**src/rtl/wb_intercon_gen.sv**
```systemverilog
// Parametrised single-master, N-slave Wishbone interconnect with registered
// address decode, per-transaction timeout, bus-error response and error bookkeeping.
module wb_intercon_gen #(
  parameter int N_SLAVES = 5,
  parameter int DW       = 32,
  parameter int AW       = 32,
  parameter int SEL_LO   = 12,
  parameter int SEL_W    = 4,
  parameter int TIMEOUT  = 255
) (
  input  logic                   clk,
  input  logic                   reset,
  input  logic                   m_STB,
  input  logic                   m_WE,
  input  logic [AW-1:0]          m_ADDR,
  input  logic [DW-1:0]          m_DAT_I,
  output logic [DW-1:0]          m_DAT_O,
  output logic                   m_ACK,
  output logic                   m_ERR,
  output logic [N_SLAVES-1:0]    s_STB,
  output logic                   s_WE,
  output logic [AW-1:0]          s_ADDR,
  output logic [DW-1:0]          s_DAT_O,
  input  logic [N_SLAVES*DW-1:0] s_DAT_I,
  input  logic [N_SLAVES-1:0]    s_ACK,
  output logic [15:0]            err_count,
  output logic [AW-1:0]          err_addr
);

  typedef enum logic [1:0] {IDLE, ACTIVE, DONE} state_t;

  localparam logic [7:0] TIMEOUT_C = 8'(TIMEOUT);

  state_t              state_q, state_d;
  logic [7:0]          timer_q, timer_d;
  logic [N_SLAVES-1:0] s_stb_q, s_stb_d;
  logic                s_we_q, s_we_d;
  logic [AW-1:0]       s_addr_q, s_addr_d;
  logic [AW-1:0]       m_addr_q, m_addr_d;
  logic [AW-1:0]       err_addr_q, err_addr_d;
  logic [DW-1:0]       s_dat_q, s_dat_d;
  logic [DW-1:0]       m_dat_q, m_dat_d;
  logic                m_ack_q, m_ack_d;
  logic                m_err_q, m_err_d;
  logic [15:0]         err_count_q, err_count_d;

  logic [SEL_W-1:0]    sel;
  logic [N_SLAVES-1:0] sel_onehot;
  logic                sel_valid;
  logic                ack_hit;
  logic [DW-1:0]       rd_data;
  logic [15:0]         err_count_inc;

  assign sel = m_ADDR[SEL_LO +: SEL_W];

  // An out-of-range select field yields an all-zero one-hot, which doubles as the decode error.
  always_comb begin
    sel_onehot = '0;
    for (int k = 0; k < N_SLAVES; k++) begin
      sel_onehot[k] = (int'(sel) == k);
    end
  end

  assign sel_valid = |sel_onehot;

  // The registered one-hot strobe selects both the honoured ack and the read-data slot.
  assign ack_hit = |(s_ACK & s_stb_q);

  always_comb begin
    rd_data = '0;
    for (int k = 0; k < N_SLAVES; k++) begin
      if (s_stb_q[k]) rd_data = s_DAT_I[k*DW +: DW];
    end
  end

  assign err_count_inc = (err_count_q == 16'hFFFF) ? err_count_q : err_count_q + 16'd1;

  always_comb begin
    state_d     = state_q;
    timer_d     = timer_q;
    s_stb_d     = s_stb_q;
    s_we_d      = s_we_q;
    s_addr_d    = s_addr_q;
    s_dat_d     = s_dat_q;
    m_addr_d    = m_addr_q;
    m_dat_d     = m_dat_q;
    m_ack_d     = 1'b0;
    m_err_d     = 1'b0;
    err_count_d = err_count_q;
    err_addr_d  = err_addr_q;
    unique case (state_q)
      IDLE: begin
        if (m_STB) begin
          s_we_d   = m_WE;
          s_addr_d = {{(AW-SEL_LO){1'b0}}, m_ADDR[SEL_LO-1:0]};
          s_dat_d  = m_DAT_I;
          m_addr_d = m_ADDR;
          if (sel_valid) begin
            s_stb_d = sel_onehot;
            timer_d = 8'd0;
            state_d = ACTIVE;
          end else begin
            m_err_d     = 1'b1;
            err_count_d = err_count_inc;
            err_addr_d  = m_ADDR;
            state_d     = DONE;
          end
        end
      end
      ACTIVE: begin
        if (ack_hit) begin
          if (!s_we_q) m_dat_d = rd_data;
          s_stb_d = '0;
          m_ack_d = 1'b1;
          state_d = DONE;
        end else if (timer_q == TIMEOUT_C) begin
          s_stb_d     = '0;
          m_err_d     = 1'b1;
          err_count_d = err_count_inc;
          err_addr_d  = m_addr_q;
          state_d     = DONE;
        end else begin
          timer_d = timer_q + 8'd1;
        end
      end
      DONE: begin
        state_d = IDLE;
      end
      default: state_d = IDLE;
    endcase
  end

  always_ff @(posedge clk or negedge reset) begin
    if (!reset) begin
      state_q     <= IDLE;
      timer_q     <= '0;
      s_stb_q     <= '0;
      s_we_q      <= 1'b0;
      s_addr_q    <= '0;
      s_dat_q     <= '0;
      m_addr_q    <= '0;
      m_dat_q     <= '0;
      m_ack_q     <= 1'b0;
      m_err_q     <= 1'b0;
      err_count_q <= '0;
      err_addr_q  <= '0;
    end else begin
      state_q     <= state_d;
      timer_q     <= timer_d;
      s_stb_q     <= s_stb_d;
      s_we_q      <= s_we_d;
      s_addr_q    <= s_addr_d;
      s_dat_q     <= s_dat_d;
      m_addr_q    <= m_addr_d;
      m_dat_q     <= m_dat_d;
      m_ack_q     <= m_ack_d;
      m_err_q     <= m_err_d;
      err_count_q <= err_count_d;
      err_addr_q  <= err_addr_d;
    end
  end

  assign m_DAT_O   = m_dat_q;
  assign m_ACK     = m_ack_q;
  assign m_ERR     = m_err_q;
  assign s_STB     = s_stb_q;
  assign s_WE      = s_we_q;
  assign s_ADDR    = s_addr_q;
  assign s_DAT_O   = s_dat_q;
  assign err_count = err_count_q;
  assign err_addr  = err_addr_q;

endmodule

```
**config.mk**
```make
export PLATFORM = sky130hd
export DESIGN_NAME = wb_intercon_gen
export DESIGN_NICKNAME = d
export VERILOG_FILES = /design/src/rtl/wb_intercon_gen.sv
export SDC_FILE = /design/constraint.sdc
export NUM_CORES = 1
export LEC_CHECK = 0
export CORE_AREA = 2 2 150 152
export DETAILED_ROUTE_END_ITERATION = 8
export DIE_AREA = 0 0 152 154
export GPL_ROUTABILITY_DRIVEN = 0
export PLACE_DENSITY = 0.86
export RECOVER_POWER = 50
export SLEW_MARGIN = 5
export SYNTH_ARGS = -nofsm -noshare
export SYNTH_HDL_FRONTEND = slang
export SYNTH_SLANG_ARGS = --single-unit
export TNS_END_PERCENT = 100
```
**constraint.sdc**
```tcl
create_clock -name clk -period 5.55 [get_ports clk]
set_input_delay 1.11 -clock clk [delete_from_list [all_inputs] [get_ports clk]]
set_output_delay 1.11 -clock clk [all_outputs]
set_load 0.05 [all_outputs]
```
Yosys cells after proc, flatten, opt, wreduce, memory -nomap -nowiden:

Cells that the tools add are included.

* register bits after elaboration: 174
* input port bits: 233
* output and inout port bits: 152
* word-level logic and storage cells: 79

* $add $sub $neg: 2
* equal/unequal tests: 14
* mux-type cells: 38
* bitwise gates (word level): 2
* reductions and logical operators: 11

Operators with widths (number)
* 32-bit 2-to-1 mux: 9
* 16-bit 2-to-1 mux: 5
* 32-bit one-hot mux with 2 select lines: 1
* 8-bit 2-to-1 mux: 4
* 16-bit one-hot mux with 2 select lines: 1
* 5-bit 2-to-1 mux: 4
* 16-bit by 1-bit adder with 16-bit output (second input constant): 1
* 16-bit equality test (second input constant): 1
* 8-bit one-hot mux with 2 select lines: 1
* 2-bit inequality test (second input constant): 6
* 5-bit one-hot mux with 2 select lines: 1
* 5-bit AND reduction: 2
* 5-bit OR reduction: 2
* 8-bit by 1-bit adder with 8-bit output (second input constant): 1
* 4-bit by 3-bit equality test with 1-bit output (second input constant): 2
* 8-bit equality test (second input constant): 1
* 2-bit 2-to-1 mux: 4
* 1-bit 2-to-1 mux: 6
* 5-bit AND: 1
* 4-bit by 2-bit equality test with 1-bit output (second input constant): 1
* 4-bit equality test (second input constant): 1
* 4-bit zero test: 1
* 2-bit one-hot mux with 2 select lines: 1
* 2-bit AND reduction: 2
* 8 further kinds: 8

Longest topological paths before layout:

Gate-level depths: netlist of the first run.

* word-level depth: 5
* depth in mapped cells: 9
* mapped depth without buffers: 6

Least setup slack after synthesis of the first run:

OpenSTA, ideal clock, no wires.

* path type: input -> register
* start point: input port m_ADDR[12]
* end point: register s_stb_q[1], in the netlist s_STB[1]
* setup time: 0.125 ns
* data arrival time: 2.528 ns
* data required time: 5.425 ns
* path slack: 2.897 ns
* stages on the path: 5
* path buffers: 0
* cells stage by stage: o21a_1 or3_4 nor2b_4 a311oi_4 mux2_2

* longest elaborated chain between the ends: 4
* elaborated cells on any way between the ends: 11
* those cells by class: eq/ne (5); mux (3); reduce/logical (3)

RTL lines
* start, declared: line 15 `input logic [AW-1:0] m_ADDR,`
* 4-bit by 2-bit equality test with 1-bit output (tied with other cells): line 60 `sel_onehot[k] = (int'(sel) == k);`
* 5-bit OR reduction or 5-bit 2-to-1 mux (tied branches): line 64, 98
* 2-bit inequality test (no source line) or 5-bit 2-to-1 mux (tied branches)
* 4-bit AND reduction (no source line) or 5-bit one-hot mux with 2 select lines (tied branches)
* end signal, assigned: line 150 `s_stb_q <= s_stb_d;`
* end, declared: line 36 `logic [N_SLAVES-1:0] s_stb_q, s_stb_d;`

Several ways; a longest one is shown, not always the timed one. The select of a mux whose other input is x is not followed.
A chain may end at the register's enable or synchronous reset.

Worst setup path after layout of the first run:

* start point: input port s_ACK[1]
* end point: register err_count_q[1], in the netlist err_count[1]

* longest elaborated chain between the ends: 4

RTL lines
* start, declared: line 25 `input logic [N_SLAVES-1:0] s_ACK,`
* 5-bit AND: line 67 `assign ack_hit = |(s_ACK & s_stb_q);`
* 5-bit OR reduction: line 67
* 2-bit inequality test (no source line)
* 5-bit AND reduction (no source line)
* end signal, assigned: line 158 `err_count_q <= err_count_d;`
* end, declared: line 45 `logic [15:0] err_count_q, err_count_d;`

No other way between the ends.

==> impl_metrics.tcl, run 1 <==
set metrics [dict create \
    run_status "finished with violations" \
    failing_checks "max-capacitance violations, max-slew violations" \
    synth.ff_latch_count 162 \
    worst-setup-path-type "in -> reg" \
    max-vdd-ir-drop_mv 0.4225 \
    synth_area_leader_cell "dfrtp_1" \
    min_path_type "reg -> reg" \
    synth.top_cells.by_area "dfrtp_1 50%, mux2_2 9.6%, nand2_1 5.2%, nor2b_1 5.1%, a221oi_1 3.4%" \
    ios 385 \
    grtUsageMet2_pct 36.59 \
    worst_slack_ns 2.080 \
    crit_path_max_fanout 81 \
    cts_buffers 17 \
    synthArstFlopShare_pct 100.0 \
    groute.usage.overall_pct 21.10 \
    ant_nets 0 \
    post_synth_inst_count 796 \
    cts_htree_levels 4 \
    yosys.cell_types.count 44 \
    grt_max_degree 91 \
    die_w_um 152 \
    die_height_um 154 \
    synth_edf_count 0 \
    first_global_vias 7261 \
    layout.area.seq_um2 4058 \
    yosys_warnings 0 \
    setup_viol 0 \
    cts_root_buffer "clkbuf_16" \
    wl_per_cell_um 18.01 \
    grt-ovfl-total 0 \
    drt_iter0_drc 396 \
    row_count 54 \
    clk_pin_slew_ns 0.07 \
    clock-sinks 162 \
    synth-seq-area-share_pct 49.88 \
    port_buffers 364 \
    post-place-ws_ns 1.637 \
    drv_cap 3 \
    grt_most_used_layer "met2" \
    slew_violations 142 \
    post-dp-hpwl_um 18520 \
    filler_cell_count 1878 \
    clock_tree_from_tritoncts "built" \
    multi_input_comb_area_um2 3617 \
    rsz0062_at_grt "false" \
    fp.coreArea_um2 21690 \
    grt_first_pass_wirelength_um 39700 \
    critPathArrivalTime_ns 3.77 \
    slew_headroom_pct -52.57 \
    postSynth.topFlopCell "dfrtp_1" \
    routed_via_density 5.131 \
    nets 1347 \
    grt.met1_usage_pct 26.35 \
    hold_buffers 0 \
    worst-slew-pin-transition_ns 2.289 \
    syn_to_final_growth_pct 51.11 \
    crit_required_ns 5.85 \
    groute.layer.met3.usage_pct 3.861 \
    dr.pass1.iters 4 \
    worstSetupEndpointType "register" \
    fin_crit_sh_pct 62.52 \
    ctsLongestPathBuffers 2 \
    grt_antenna_before_repair 1 \
    fin_tns_setup_ns 0 \
    cellLeakagePower_uw 0.004991 \
    drc 0 \
    synth_area_per_cell_um2 10.21 \
    finalWorstPathRequiredPeriod_ns 3.470 \
    layout-drive-gt1-share_pct 10.59 \
    start_util_pct 37.48 \
    power-per-cell-area_nw_per_um2 544.3 \
    syn-cell-area_um2 8128 \
    fmax_mhz 288.2 \
    netlist.area_leader.share_pct 49.88 \
    num_vias 7209 \
    drt_wl_total_um 25300 \
    worstSetupStartpointType "primary input" \
    die_area_um2 23410 \
    fin_skew_ns 0.01707 \
    post_cts_buffers 0 \
    latest_clock_arrival_within_the_worst_skew_pair_ns 0.42 \
    cts_resized 0 \
    timing.final.hold_violations 0 \
]
layout by cell type (no fill, tap or decap), types with 3 or more instances in the layout:
master,synthesis,routed
inv_1,4,4
clkbuf_16,0,17
a31oi_1,32,32
mux2_2,69,69
dfrtp_2,0,3
o31ai_1,32,32
clkinv_2,0,3
nand4_1,11,11
inv_8,0,3
nor2_1,45,45
a211oi_1,32,32
a21oi_1,3,3
dlygate4sd3_1,0,33
xnor2_1,15,15
inv_6,0,6
o21ai_0,11,11
and3_1,11,11
nand2_1,112,112
clkdlybuf4s50_1,0,330
nor2b_1,66,64
conb_1,1,20
a221oi_1,32,32
nor3_1,35,35
buf_4,37,5
dfrtp_1,162,159
nand3_1,3,3
power breakdown:
part           internal [µW]  switching, µW
clock                    587            517
combinational           1300           2300
sequential              1670            311
synthesized netlist by cell type, drive strengths merged, types with 2 or more instances:
library cell    n
or3             2
a221oi         32
nor2           45
and3b           2
ha              2
inv             4
clkbuf         38
a211oi         32
nand2b          2
nand2         112
dfrtp         162
buf            56
nand4          11
nor2b          67
o31ai          32
and3           11
o21ai          11
a21oi           3
mux2           70
nor3           35
nand3           3
a31oi          32
xnor2          15
and2            3
kinds of logic after synthesis:
family          after synthesis  synth area share [%]
flops                       162                 49.88
other cells                   1               0.04614
compound gates              151                 13.95
mux                          71                 9.821
buf+inv                      98                 6.743
simple gates                296                 17.64
xor+xnor                     15                 1.616
fa+ha+maj                     2                0.3078
worst paths after layout:
check | start | end | slack, ns | cells after the start
max in group asynchronous | reset | m_DAT_O[16]$_DFFE_PN0P_ | 2.14 | 2
worst min register to register | m_DAT_O[20]$_DFFE_PN0P_ | m_DAT_O[20]$_DFFE_PN0P_ | 0.47 | 2
worst max-delay path | s_ACK[1] | err_count[1]$_DFFE_PN0P_ | 2.08 | 6
min in group asynchronous | reset | s_DAT_O[16]$_DFFE_PN0P_ | 0.76 | 1
worst min-delay path | m_DAT_O[20]$_DFFE_PN0P_ | m_DAT_O[20]$_DFFE_PN0P_ | 0.47 | 2
worst max register to register | state_q[0]$_DFFE_PN0P_ | err_count[1]$_DFFE_PN0P_ | 2.33 | 5
sequential cells by signal, indices dropped and copies added, names as in the netlist:
name and cells:
err_count 16, m_ACK 1, timer_q 8, state_q 2
err_addr 32, m_DAT_O 32, s_DAT_O 32, m_addr_q 32
s_WE 1, s_STB 5, m_ERR 1
metal layers:
layer | vias up | wire length (µm) | part of all wire, %
met1 | 3539 | 10440 | 41
met4 | 0 | 698 | 2.8
met2 | 208 | 13130 | 52
met3 | 40 | 1034 | 4.1
li1 | 3422 | - | -
met5 | - | 0 | 0
layout make-up:
class	count	share of cell area, %
Clock buffer	17	3.464
Inverter	4	0.1222
Clock inverter	14	0.9678
Timing Repair Buffer	372	30.08
Sequential cell	162	33.04
Tap cell	280	2.852
Antenna cell	1	0.02037
Multi-Input combinational cell	555	29.45
worst max-delay path: stages:
cell	delay [ns]
clkdlybuf4s50_1	0.40
a222oi_1	0.47
and3_1	0.39
a32o_4	0.77
nand2_1	0.21
mux2_1	0.36
through the flow:
| stage | power, µW | hold slack [ns] | std cells | area, µm² | utilization (%) |
|---|---|---|---|---|---|
| after CTS | 6783 | 0.4794 | 1404 | 12300 | 56.72 |
| after floorplan | 4415 | 0.4560 | 815 | 8199 | - |
| final | 6685 | 0.4708 | 1405 | 12280 | 56.63 |
| after detailed placement | 5658 | 0.4646 | 1373 | 11760 | 54.21 |
| after global placement | 5564 | 0.4594 | 1373 | 11760 | 54.21 |
| after global routing | 7017 | 0.5079 | 1404 | 12280 | 56.62 |
Power figures use the tool's default switching activity.
==> run 2, diff against run 1 <==
--- a/config.mk
+++ b/config.mk
@@ -5,11 +5,11 @@
 export SDC_FILE = /design/constraint.sdc
 export NUM_CORES = 1
 export LEC_CHECK = 0
-export CORE_AREA = 2 2 150 152
+export CORE_AREA = 2 2 151 153
 export DETAILED_ROUTE_END_ITERATION = 8
-export DIE_AREA = 0 0 152 154
+export DIE_AREA = 0 0 153 155
 export GPL_ROUTABILITY_DRIVEN = 0
-export PLACE_DENSITY = 0.86
+export PLACE_DENSITY = 0.85
 export RECOVER_POWER = 50
 export SLEW_MARGIN = 5
 export SYNTH_ARGS = -nofsm -noshare
==> constraint.sdc (replaced) <==
create_clock -name clk -period 3.6 [get_ports clk]
set_input_delay 0.72 -clock clk [delete_from_list [all_inputs] [get_ports clk]]
set_output_delay 0.72 -clock clk [all_outputs]
set_load 0.05 [all_outputs]
==> impl_metrics.tcl, run 2 (same netlist as run 1, synthesis figures left out) <==
set metrics [dict create \
    run_status "finished with violations" \
    failing_checks "max-capacitance violations, max-slew violations" \
    fin_skew_ns 0.01433 \
    hold_depth 2 \
    rsz0062_at_grt "false" \
    die_height_um 155 \
    cts_htree_levels 4 \
    cts_root_buffer "clkbuf_16" \
    latest_clock_arrival_within_the_worst_skew_pair_ns 0.43 \
    layout-drive-gt1-share_pct 11.49 \
    fin_tns_setup_ns 0 \
    nets 1353 \
    slew_headroom_pct -36.43 \
    max-vdd-ir-drop_mv 0.6321 \
    fin_crit_sh_pct 81.03 \
    post-dp-hpwl_um 19160 \
    layout_commonest_cell "clkdlybuf4s50_1" \
    critical-path-max-stage-delay_ns 1.28 \
    wl_per_cell_um 18.47 \
    num_antenna_cells 0 \
    cts_resized 0 \
    crit_path_max_fanout 65 \
    drt_wl_total_um 26160 \
    grt_first_pass_wirelength_um 40350 \
    hold-path-endpoint "m_DAT_O[15]$_DFFE_PN0P_" \
    grt_antenna_before_repair 2 \
    setup_viol 0 \
    routed_via_density 5.189 \
    timing.final.hold_violations 0 \
    filler_cell_count 1931 \
    fmax_mhz 342.8 \
    grt-ovfl-total 0 \
    worstSetupEndpointType "register" \
    worst-slew-pin-transition_ns 2.046 \
    clock-sinks 162 \
    min_from "m_DAT_O[15]$_DFFE_PN0P_" \
    ios 385 \
    fp.coreArea_um2 22230 \
    power-per-cell-area_nw_per_um2 847.5 \
    clk_pin_slew_ns 0.06 \
    cellLeakagePower_uw 0.005018 \
    min_path_type "reg -> reg" \
    slew_violations 143 \
    layout_common_cells "363 x clkdlybuf4s50_1, 159 x dfrtp_1, 112 x nand2_1" \
    drv_cap 2 \
    ff2ff_setup_slack_ns 0.92 \
    worst-setup-path-type "in -> reg" \
    start_util_pct 36.57 \
    layout.area.seq_um2 4058 \
    crit_slowest_cell "clkbuf_2" \
    grt_max_degree 78 \
    post_cts_buffers 0 \
    worstSetupStartpointType "primary input" \
    timing.rr.end "m_addr_q[23]$_DFFE_PN0P_" \
    timing.critical_path.cells "clkdlybuf4s50_1, nand2b_1, nor2_4, clkbuf_2, mux2_2" \
    hold_buffers 0 \
    num_vias 7348 \
    ant_nets 0 \
    crit-reg2reg-launch "state_q[0]$_DFFE_PN0P_" \
    clock_tree_from_tritoncts "built" \
    cp.buffers_inverters 2 \
    cts_buffers 17 \
    port_buffers 364 \
    dr.pass1.iters 5 \
    reg2regPathDepth 4 \
    groute.usage.overall_pct 21.41 \
    ctsLongestPathBuffers 2 \
    row_count 55 \
    die_area_um2 23720 \
    crit_required_ns 3.90 \
    cpLargestDelayFamily "buffers and inverters" \
    fin_worst_hold_slack_ns 0.4749 \
    critPathArrivalTime_ns 3.21 \
    drt_iter0_drc 438 \
    die_w_um 153 \
    multi_input_comb_area_um2 3630 \
    syn_to_final_growth_pct 53.06 \
    drc 0 \
    finalWorstPathRequiredPeriod_ns 2.917 \
    first_global_vias 7109 \
]
[run 2: changes by cell type in the layout (fill, tap and decap cells not counted), moves of 3 or more]
cell,previous run,this run
clkinv_8,0,5
clkdlybuf4s50_1,330,363
dlygate4sd3_1,33,0
buf_12,0,3
clkinv_2,3,0
buf_4,5,9
[run 2: cell type report]
type | count | share of cell area [%]
flip-flops and latches | 162 | 32.62
repair buffers | 378 | 30.35
multi-input cells | 555 | 29.18
clock buffers | 17 | 3.419
well taps | 285 | 2.866
clock inverters | 15 | 1.448
inverters | 4 | 0.1207
[run 2: how the worst max path moves through the flow]
stage,from,to,slack (ns),cells past startpoint
finish,m_STB,m_addr_q[23]$_DFFE_PN0P_,0.68,5
detailed placement,s_ACK[1],err_count[1]$_DFFE_PN0P_,0.51,6
global placement,s_ACK[1],err_count[1]$_DFFE_PN0P_,0.57,6
CTS,s_STB[1]$_DFFE_PN0P_,s_STB[1],0.94,1
global route,m_STB,m_addr_q[21]$_DFFE_PN0P_,0.48,5
floorplan,m_ADDR[12],s_STB[1]$_DFFE_PN0P_,1.34,5
[run 2: routing by layer]
metal / share of wire [%] / global-route usage, % / wire length (µm)
met1: 42 / 27.90 / 11030
met2: 52 / 36.54 / 13470
met3: 4.6 / 4.735 / 1214
met4: 1.6 / 5.159 / 406
met5: 0.11 / 0 / 28
[run 2: metrics by stage]
| step | power, µW | instances | util (%) | instance area [µm²] | setup slack (ns) |
|---|---|---|---|---|---|
| floorplan | 6806 | 815 | - | 8199 | 1.337 |
| global placement | 8644 | 1384 | 53.35 | 11860 | 0.5690 |
| detailed placement | 8768 | 1384 | 53.35 | 11860 | 0.5120 |
| CTS | 10640 | 1416 | 56.08 | 12460 | 0.9366 |
| global route | 11050 | 1416 | 55.97 | 12440 | 0.4844 |
| finish | 10540 | 1416 | 55.97 | 12440 | 0.6827 |
[run 2: worst min-delay path, cell delays in order (launching register included)]
cell	delay [ns]
dfrtp_1	0.34
nand2_1	0.05
o31ai_1	0.05
[run 2: report_power, final]
| part | internal (µW) | total [µW] | switching [µW] | leakage, µW |
|---|---|---|---|---|
| Sequential | 2570 | 3060 | 496 | 0.00198 |
| Combinational | 2090 | 5650 | 3560 | 0.00274 |
| Clock | 945 | 1830 | 882 | 0.000292 |
| Total | 5600 | 10500 | 4940 | 0.00502 |
==> run 3, diff against run 2 <==
==> constraint.sdc (replaced) <==
create_clock -name clk -period 3 [get_ports clk]
set_input_delay 0.6 -clock clk [delete_from_list [all_inputs] [get_ports clk]]
set_output_delay 0.6 -clock clk [all_outputs]
set_load 0.05 [all_outputs]
==> impl_metrics.tcl, run 3 (same netlist as run 1, synthesis figures left out) <==
set metrics [dict create \
    groute.usage.overall_pct 20.94 \
    row_count 55 \
    grt_max_degree 66 \
    cts_resized 0 \
    rsz0062_at_grt "false" \
    min_path_type "reg -> reg" \
    slew_violations 0 \
    fmax_mhz 373.8 \
    cts_buffers 17 \
    fin_crit_sh_pct 89.18 \
    die_w_um 153 \
    slew_headroom_pct 2.247 \
    layout-drive-gt1-share_pct 11.56 \
    num_vias 7255 \
    max-vdd-ir-drop_mv 0.6540 \
    die_height_um 155 \
    multi_input_comb_area_um2 3622 \
    grt-ovfl-total 0 \
    cts_htree_levels 4 \
    grt_first_pass_wirelength_um 39120 \
    placement.cell_area_um2 11890 \
    design_power_total_uw 12680 \
    grt_antenna_before_repair 2 \
    hold_buffers 0 \
    hold_depth 2 \
    cellLeakagePower_uw 0.005032 \
    drc 0 \
    crit_required_ns 2.40 \
    fp.coreArea_um2 22230 \
    worstSetupStartpointType "register" \
    ant_nets 0 \
    die_area_um2 23720 \
    start_util_pct 36.57 \
    drt_wl_total_um 25700 \
    worstSetupEndpointType "output port" \
    wl_per_cell_um 18.11 \
    worst-setup-path-type "reg -> out" \
    dr.pass1.iters 5 \
    port_buffers 364 \
    syn_to_final_growth_pct 53.23 \
    drv_cap 0 \
    ios 385 \
    fin_skew_ns 0.01228 \
    routed_via_density 5.113 \
    clk_pin_slew_ns 0.07 \
    timing.final.hold_violations 0 \
    drt_iter0_drc 461 \
    clock_tree_from_tritoncts "built" \
    clock-sinks 162 \
    cts_root_buffer "clkbuf_16" \
    post_cts_buffers 0 \
    worst-slew-pin-transition_ns 1.466 \
    fin_tns_setup_ns 0 \
    nets 1355 \
    latest_clock_arrival_within_the_worst_skew_pair_ns 0.42 \
    reg2regPathDepth 4 \
    ctsLongestPathBuffers 2 \
    post-dp-hpwl_um 19080 \
    design_area_um2 12450 \
    layout.area.seq_um2 4058 \
    crit_path_max_fanout 35 \
    power-per-cell-area_nw_per_um2 1018 \
    setup_viol 0 \
    filler_cell_count 1868 \
    layout_common_cells "362 x clkdlybuf4s50_1, 159 x dfrtp_1, 112 x nand2_1" \
    critPathArrivalTime_ns 2.08 \
    first_global_vias 6938 \
    run_status "complete, no violations" \
    finalWorstPathRequiredPeriod_ns 2.676 \
    layout_commonest_cell "clkdlybuf4s50_1" \
]
==> run 3: changes by cell type in the layout (fill, tap and decap cells not counted), moves of 2 or more <==
cell,previous run,this run
clkbuf_2,3,1
clkinv_8,5,0
clkbuf_4,0,2
clkinv_2,0,2
bufinv_16,0,2
buf_4,9,11
==> run 3: area by class of cell <==
type                       count  area share, %
antenna                        1        0.02009
sequential                   162          32.58
clock buffer                  18          3.526
multi-input combinational    555          29.08
inverter                       4         0.1206
clock inverter                14          1.326
tap                          285          2.863
timing repair buffer         380          30.48
==> run 3: worst paths after layout <==
kind                                    startpoint                  endpoint  slack [ns]
min in group asynchronous                    reset   m_DAT_O[31]$_DFFE_PN0P_        0.51
setup / recovery              s_STB[1]$_DFFE_PN0P_                  s_STB[1]        0.32
hold / removal             m_DAT_O[15]$_DFFE_PN0P_   m_DAT_O[15]$_DFFE_PN0P_        0.47
setup reg to reg            state_q[0]$_DFFE_PN0P_   s_DAT_O[15]$_DFFE_PN0P_        0.58
hold reg to reg            m_DAT_O[15]$_DFFE_PN0P_   m_DAT_O[15]$_DFFE_PN0P_        0.47
max in group asynchronous                    reset  m_addr_q[31]$_DFFE_PN0P_        0.80
==> run 3: critical path, stage by stage, from the launching register on <==
cell and delay [ns]:
dfrtp_1 0.38, buf_4 0.38, clkdlybuf4s50_1 0.88
==> run 3: layer usage <==
metal / wire, µm / share of wire (%) / track usage (%)
met1: 10930 / 43 / 27.22
met2: 13030 / 51 / 35.72
met3: 1271 / 4.9 / 4.373
met4: 444 / 1.7 / 5.600
met5: 11 / 0.043 / 0
==> run 3: power by group <==
group,internal [µW],leakage [µW],switching (µW)
clock network,1280,0.000295,954
registers,3080,0.00198,573
logic,2490,0.00275,4300
==> run 3: metrics by stage <==
| step | hold slack (ns) | instances | util, % | setup slack [ns] |
|---|---|---|---|---|
| after global placement | 0.4597 | 1386 | 53.48 | 0.2563 |
| final | 0.4737 | 1419 | 56.03 | 0.3245 |
| after floorplan | 0.3044 | 815 | - | 0.7814 |
| after global routing | 0.5002 | 1418 | 56.02 | 0.2541 |
| after CTS | 0.1453 | 1418 | 56.19 | 0.3074 |
| after detailed placement | 0.4644 | 1386 | 53.48 | 0.1879 |
